--- src/rtl/ara_inval_arbiter.sv ---
// Merges cache-line invalidations from several coherence sources onto CVA6's single
// invalidation port. Each source has a small FIFO that coalesces duplicate lines at its tail.
module ara_inval_arbiter #(
   parameter int unsigned NrSources   = 2,
   parameter int unsigned AddrWidth   = 64,
   parameter int unsigned L1LineWidth = 16,
   parameter int unsigned FifoDepth   = 4
) (
   input  logic                                clk_i,
   input  logic                                rst_ni,
   input  logic                                en_i,
   input  logic [NrSources-1:0]                src_valid_i,
   input  logic [NrSources-1:0][AddrWidth-1:0] src_addr_i,
   output logic [NrSources-1:0]                src_ready_o,
   output logic                                inval_valid_o,
   output logic [AddrWidth-1:0]                inval_addr_o,
   input  logic                                inval_ready_i,
   output logic                                pending_o
);

   localparam int unsigned OffW  = $clog2(L1LineWidth);
   localparam int unsigned LineW = AddrWidth - OffW;
   localparam int unsigned PtrW  = $clog2(FifoDepth);
   localparam int unsigned CntW  = PtrW + 1;
   localparam int unsigned RrW   = (NrSources > 1) ? $clog2(NrSources) : 1;

   typedef logic [LineW-1:0] line_t;

   line_t           mem_q    [NrSources][FifoDepth];
   logic [PtrW-1:0] wr_ptr_q [NrSources];
   logic [PtrW-1:0] rd_ptr_q [NrSources];
   logic [CntW-1:0] count_q  [NrSources];
   logic [RrW-1:0]  rr_q;
   logic            out_valid_q;
   line_t           out_line_q;

   line_t          in_line   [NrSources];
   line_t          tail_line [NrSources];
   logic [NrSources-1:0] full;
   logic [NrSources-1:0] nonempty;
   logic [NrSources-1:0] coalesce;
   logic [NrSources-1:0] push;
   logic [NrSources-1:0] pop;
   logic           load;
   logic           grant_valid;
   logic [RrW-1:0] grant_idx;
   line_t          grant_line;

   // The tail compare uses the pre-pop tail: a line just popped into the output
   // register has not reached CVA6 yet, so dropping a duplicate of it is still safe.
   always_comb begin
      for (int unsigned i = 0; i < NrSources; i++) begin
         in_line[i]     = src_addr_i[i][AddrWidth-1:OffW];
         tail_line[i]   = mem_q[i][wr_ptr_q[i] - PtrW'(1)];
         full[i]        = (count_q[i] == CntW'(FifoDepth));
         nonempty[i]    = (count_q[i] != '0);
         src_ready_o[i] = !en_i || !full[i];
         coalesce[i]    = nonempty[i] && (in_line[i] == tail_line[i]);
         push[i]        = src_valid_i[i] && src_ready_o[i] && en_i && !coalesce[i];
      end
   end

   always_comb begin
      int unsigned idx;
      grant_valid = 1'b0;
      grant_idx   = '0;
      idx         = 0;
      for (int unsigned k = 0; k < NrSources; k++) begin
         idx = (32'(rr_q) + k) % NrSources;
         if (!grant_valid && nonempty[idx]) begin
            grant_valid = 1'b1;
            grant_idx   = RrW'(idx);
         end
      end
      grant_line = mem_q[grant_idx][rd_ptr_q[grant_idx]];
      load       = !out_valid_q || inval_ready_i;
      for (int unsigned i = 0; i < NrSources; i++) begin
         pop[i] = load && grant_valid && (grant_idx == RrW'(i));
      end
   end

   always_ff @(posedge clk_i) begin
      for (int unsigned i = 0; i < NrSources; i++) begin
         if (push[i]) begin
            mem_q[i][wr_ptr_q[i]] <= in_line[i];
         end
      end
   end

   // Buffered entries survive a falling en_i; only reset discards them.
   always_ff @(posedge clk_i or negedge rst_ni) begin
      if (!rst_ni) begin
         for (int unsigned i = 0; i < NrSources; i++) begin
            wr_ptr_q[i] <= '0;
            rd_ptr_q[i] <= '0;
            count_q[i]  <= '0;
         end
      end else begin
         for (int unsigned i = 0; i < NrSources; i++) begin
            if (push[i]) begin
               wr_ptr_q[i] <= wr_ptr_q[i] + PtrW'(1);
            end
            if (pop[i]) begin
               rd_ptr_q[i] <= rd_ptr_q[i] + PtrW'(1);
            end
            count_q[i] <= count_q[i] + CntW'(push[i]) - CntW'(pop[i]);
         end
      end
   end

   always_ff @(posedge clk_i or negedge rst_ni) begin
      if (!rst_ni) begin
         out_valid_q <= 1'b0;
         out_line_q  <= '0;
         rr_q        <= '0;
      end else if (load) begin
         out_valid_q <= grant_valid;
         if (grant_valid) begin
            out_line_q <= grant_line;
            rr_q       <= (grant_idx == RrW'(NrSources - 1)) ? '0 : grant_idx + RrW'(1);
         end
      end
   end

   assign inval_valid_o = out_valid_q;
   assign inval_addr_o  = AddrWidth'(out_line_q) << OffW;
   assign pending_o     = out_valid_q || (|nonempty);

   // Byte-offset bits of the source addresses are intentionally ignored.
   if (OffW > 0) begin : g_offset
      logic offset_unused;
      always_comb begin
         offset_unused = 1'b0;
         for (int unsigned i = 0; i < NrSources; i++) begin
            offset_unused = offset_unused ^ (^src_addr_i[i][OffW-1:0]);
         end
      end
   end

endmodule

--- config.mk ---
export PLATFORM = sky130hd
export DESIGN_NAME = ara_inval_arbiter
export DESIGN_NICKNAME = d
export VERILOG_FILES = /design/src/rtl/ara_inval_arbiter.sv
export SDC_FILE = /design/constraint.sdc
export NUM_CORES = 1
export LEC_CHECK = 0
export BUFFER_PORTS_ARGS = -buffer_cell sky130_fd_sc_hd__buf_2
export CAP_MARGIN = 5
export CORE_MARGIN = 2
export CORE_UTILIZATION = 65
export CTS_BUF_LIST = sky130_fd_sc_hd__clkbuf_8 sky130_fd_sc_hd__clkbuf_16
export DETAILED_ROUTE_END_ITERATION = 7
export PLACE_DENSITY = 0.83
export SLEW_MARGIN = 10
export SYNTH_ARGS = -nofsm -noshare
export SYNTH_HDL_FRONTEND = slang
export SYNTH_SLANG_ARGS = --single-unit
--- constraint.sdc ---
create_clock -name clk_i -period 24.5 [get_ports clk_i]
set_input_delay 4.9 -clock clk_i [delete_from_list [all_inputs] [get_ports clk_i]]
set_output_delay 4.9 -clock clk_i [all_outputs]
set_load 0.03 [all_outputs]
# Word level (Yosys, flattened, before mapping)

Memory sizes are Yosys's and may differ from the RTL's.
Cells that the tools add are included.

Add/sub/neg operators: 12
Multiply operators: 0
Div/mod/pow operators: 0
Magnitude comparators: 10
Eq/ne operators: 4
Shift-type cells: 0
Multiplexer cells: 29
Bitwise operators: 7
Reductions and logical operators: 29

Operators by type and width:

| cell                                                        | number |
|---|---|
| two-way mux 240 bit                                         | 2 |
| two-way mux 60 bit                                          | 8 |
| binary-select mux 60 bit (select 2 bit)                     | 3 |
| demux 60 bit (select 2 bit)                                 | 2 |
| == test 60 bit                                              | 2 |
| >= comparator 3 bit (second input constant)                 | 5 |
| inverter 2 -> 3 bit                                         | 5 |
| logical AND 1 bit                                           | 14 |
| two-way mux 1 bit                                           | 11 |
| adder 2 x 1 -> 2 bit (second input constant)                | 4 |
| zero test 1 bit                                             | 7 |
| adder 3 x 1 -> 3 bit                                        | 2 |
| == test 3 bit (second input constant)                       | 2 |
| less-than comparator 3 x 1 -> 1 bit (second input constant) | 2 |
| two-way mux 2 bit                                           | 3 |
| nonzero test 3 bit                                          | 2 |
| subtractor 3 x 1 -> 3 bit                                   | 2 |
| logical OR 1 bit                                            | 4 |
| less-than comparator 1 x 2 -> 1 bit (second input constant) | 2 |
| subtractor 2 x 1 -> 2 bit (second input constant)           | 2 |
| adder 1 bit (second input constant)                         | 2 |
| >= comparator 2 bit (second input constant)                 | 1 |
| inverter 1 -> 2 bit                                         | 1 |
| AND reduction 2 bit                                         | 1 |
| 2 further kinds                                             | 2 |

Register bits after elaboration: 76
Bits in latches: 0
Memory bits (writable): 480
Bits in read-only memories: 0
Input port bits: 134
Output and inout bits: 68
Word-level logic and storage cells: 101
Memories kept: 1

Memories:

| memory | words | width | read ports | clocked after memory_dff | write ports | line | source |
|---|---|---|---|---|---|---|---|
| mem_q  | 2     | 240   | 3          | 0                        | 2           | 29   | `line_t mem_q [NrSources][FifoDepth];` |

# Logic depth before layout (Yosys ltp)

Word-level depth: 15
Gate-level depth with buffers: 23
Depth with buffers taken out: 16

# Worst setup path after synthesis

OpenSTA, ideal clock, no wires.

Path kind: input to register
From: in src_addr_i[115] in the netlist's numbering
To: mem mem_q[1][0] in the netlist's numbering (enable)
Setup time: 0.564 ns
Arrival: 10.251 ns
Data required time: 23.936 ns
Path slack: 13.684 ns
Stages: 6
Path buffers: 0
Path through: xnor2_1 -> a21oi_1 -> and4_1 -> o2111ai_1 -> and4bb_2 -> nor3b_1

RTL lines:

| item        | line | source |
|---|---|---|
| from (decl) | 13   | `input logic [NrSources-1:0][AddrWidth-1:0] src_addr_i,` |
| to (decl)   | 29   |  |

# Worst setup path in the final report

From: in en_i
To: out src_ready_o[1]

Word-level cells in the longest chain between the ends: 2

RTL lines:

| item             | line | source |
|---|---|---|
| from (decl)      | 11   | `input logic en_i,` |
| zero test 1 bit  | 57   | `src_ready_o[i] = !en_i \|\| !full[i];` |
| logical OR 1 bit | 57   |  |
| to (decl)        | 14   | `output logic [NrSources-1:0] src_ready_o,` |

Every way passes these cells.

==> impl_results.md <==
- Status: completed
- WS Path Type: in2out
- Fin. max-slew vios: 0
- Internal power: 0.00242 W
- Power density over the cells: 139 nW/µm²
- Number of buffers created by CTS: 56
- HPWL Detailed: 51.2 mm
- Worst min path class: reg2reg
- Register area share after synthesis: 60.8%
- Via density per instance: 6.85
- Switching share of total power: 42.0%
- Commonest cells after routing, fill and taps aside: edfxtp_1, mux2i_1, a21oi_1, buf_2, a211oi_1
- Setup_tns: 0 ns
- Max_slew headroom: 22.2%
- Ys Warns: 0
- Gr usage total: 34.4%
- Synth Flop Type: edfxtp_1
- Clock root cell: clkbuf_16
- Share of cells above drive strength 1: 18.4%
- Seq pwr share: 31.5%
- Async SR Flop Fraction: 13.7%
- Iteration-0 DRC Markers: 2,689
- Routed wire length: 75.3 mm
- Synth Cell Area: 26,800 µm²
- CTS tree: done
- Logic gate share of total power: 48.3%
- First-pass GRT wire length: 109 mm
- DRC: 0
- Post-route ant nets: 0
- I/O pins: 202
- Post-layout util: 73.4%
- RSZ-0062 raised after global routing: false
- Area Growth Syn to Fin: 11.7%
- Commonest non-fill, non-tap cell in the layout: edfxtp_1
- Worst clock skew: 0.0141 ns
- RePlAce Congestion: 1.00
- Register bit total from synthesis: 556
- DR WL/cell: 28.6 µm
- Post-cts sizing count: 0
- Post-Syn Area per Cell: 14.0 µm²
- Post-synth EDFFs: 480
- Initial core utilization: 65.7%
- # clock sinks: 556
- Final period util: 42.4%
- Hold violation count in the final report: 0
- Post-route cell area: 30,000 µm²
- H-Tree Depth: 2
- Maximum buffer depth of the clock tree: 3
- Largest net degree at the start of global routing: 113
- Final critical-path required period: 10.39 ns
- CP arrival: 5.49 ns
- Congestion Overflow GR: 0
- Fmax achieved: 96.2 MHz
- Critical Path Sink Type: primary output
- Drt pass-1 iters: 7
- Vias in the first global route: 17,000
- DIE WIDTH: 207 µm
- Die area: 42,900 µm²
- Crit path launch type: primary input
- Worst ir drop on vdd: 130 µV
- Setup violators final: 0
- Clock group share of total power: 20.2%
- Die H: 207 µm
- Core area: 40,800 µm²
- Clk_lat worst skew: 0.60 ns
- # rows: 74
- CTS clk-pin slew, worst paths: 0.06 ns
- Port-buffer cells: 189
- Yosys cell types: 67
- Leak pwr: 10.6 nW
- Final nets: 2,199
- CP max FO: 5
- Post-CTS setup buffer count: 0
- Critical Path RT: 19.60 ns
- DP Area: 28,100 µm²
- Slew at the pin closest to its max-slew limit: 1.17 ns
- Initial antenna violation count: 15
- Synth Instances: 1,911
- Via count: 18,000
- Hold Buf Count CTS: 0
- Psw: 0.00176 W
- Max cap viols: 0
worst max-delay path: stages:
cell and delay [ns]:
buf_2 0.23, nand3_1 0.16, buf_2 0.21
flip-flops by register name, summed over array words and instances, names as in the netlist:
| register | count |
|---|---|
| inval_valid_o | 1 |
| rr_q | 1 |
| mem_q | 480 |
| out_line_q | 60 |
| wr_ptr_q | 4 |
| count_q | 6 |
| rd_ptr_q | 4 |
power by group through the flow:
stage / registers, W / logic [W] / clock network, W
global route: 0.00133 / 0.00212 / 0.000881
floorplan: 0.00137 / 0.00135 / 0
CTS: 0.00131 / 0.00198 / 0.000847
detailed placement: 0.00133 / 0.00197 / 0
global placement: 0.00132 / 0.00193 / 0
finish: 0.00131 / 0.00202 / 0.000844
Yosys cell counts (3+ instances only):
cell	count	area [µm²]
o211ai_1	4	30.0
dfrtp_1	76	1900
ha_1	12	150
xor2_1	21	184
clkbuf_1	93	349
a222oi_1	3	30.0
buf_1	6	22.5
mux2_2	11	124
a22oi_1	9	67.6
or3_1	3	18.8
o21ai_0	11	55.1
and3_1	3	18.8
or4_1	4	30.0
mux2i_1	221	2210
nand2_1	32	120
o221ai_1	3	26.3
a22o_1	5	43.8
o2bb2ai_1	9	78.8
xnor2_1	67	587
nor2_1	81	304
mux4_1	12	315
nand3_1	10	50.1
buf_4	10	75.1
o22ai_1	12	75.1
a31oi_1	4	25.0
o2111ai_1	7	61.3
nor2b_1	123	769
and4_1	3	26.3
a2bb2oi_1	3	26.3
nor3_1	8	40.0
nor3b_1	4	30.0
a211oi_1	185	1390
nand4_1	12	75.1
mux4_2	60	1350
and2_1	4	25.0
nor4_1	9	56.3
buf_2	22	110
nand2b_1	3	18.8
a21oi_1	193	966
a221oi_1	9	78.8
edfxtp_1	480	14400
a2111oi_0	3	26.3
inv_1	31	116
final cells by class:
cell class	count	area, µm²
Clock buffer	57	1430
Inverter	32	120
Timing Repair Buffer	214	1140
Clock inverter	43	369
Fill cell	2571	10900
Multi-Input combinational cell	1191	9890
Tap cell	532	666
Sequential cell	556	16300
Antenna cell	10	25.0
layer usage:
metal / track usage (%) / part of all wire, % / vias up
met3: 10.0 / 13 / 167
met4: 14.0 / 4.3 / 16
met5: 0 / 0.13 / -
met1: 49.6 / 38 / 8881
met2: 49.8 / 44 / 1186
li1: - / - / 7799
final timing paths:
| kind | start | endpoint | slack (ns) | cells past startpoint |
|---|---|---|---|---|
| max | en_i | src_ready_o[1] | 14.11 | 3 |
| min | count_q[5] | count_q[5] | 0.51 | 1 |
| max reg2reg | wr_ptr_q[2] | count_q[5] | 18.06 | 16 |
| min reg2reg | count_q[5] | count_q[5] | 0.51 | 1 |
| max in group asynchronous | rst_ni | rd_ptr_q[0] | 19.05 | 2 |
| min in group asynchronous | rst_ni | wr_ptr_q[3] | 4.15 | 1 |
metrics by stage:
step	power, W	hold WS (ns)	std cells	setup WS (ns)
final	0.00418	0.511	2635	14.11
after global routing	0.00433	0.529	2628	14.05
after CTS	0.00414	0.506	2625	14.12
after detailed placement	0.00330	0.497	2525	14.12
after global placement	0.00325	0.490	2525	14.13
after floorplan	0.00272	0.444	1914	13.68
cells by family after synthesis:
group / Yosys count / share of synthesized area (%)
flops: 556 / 60.8
fa+ha+maj: 14 / 0.709
xor+xnor: 88 / 2.87
mux: 306 / 15.1
simple gates: 304 / 6.07
other cells: 1 / 0.0140
buf+inv: 167 / 2.76
compound gates: 475 / 11.7
No activity file was read; power rests on OpenSTA's default activity.
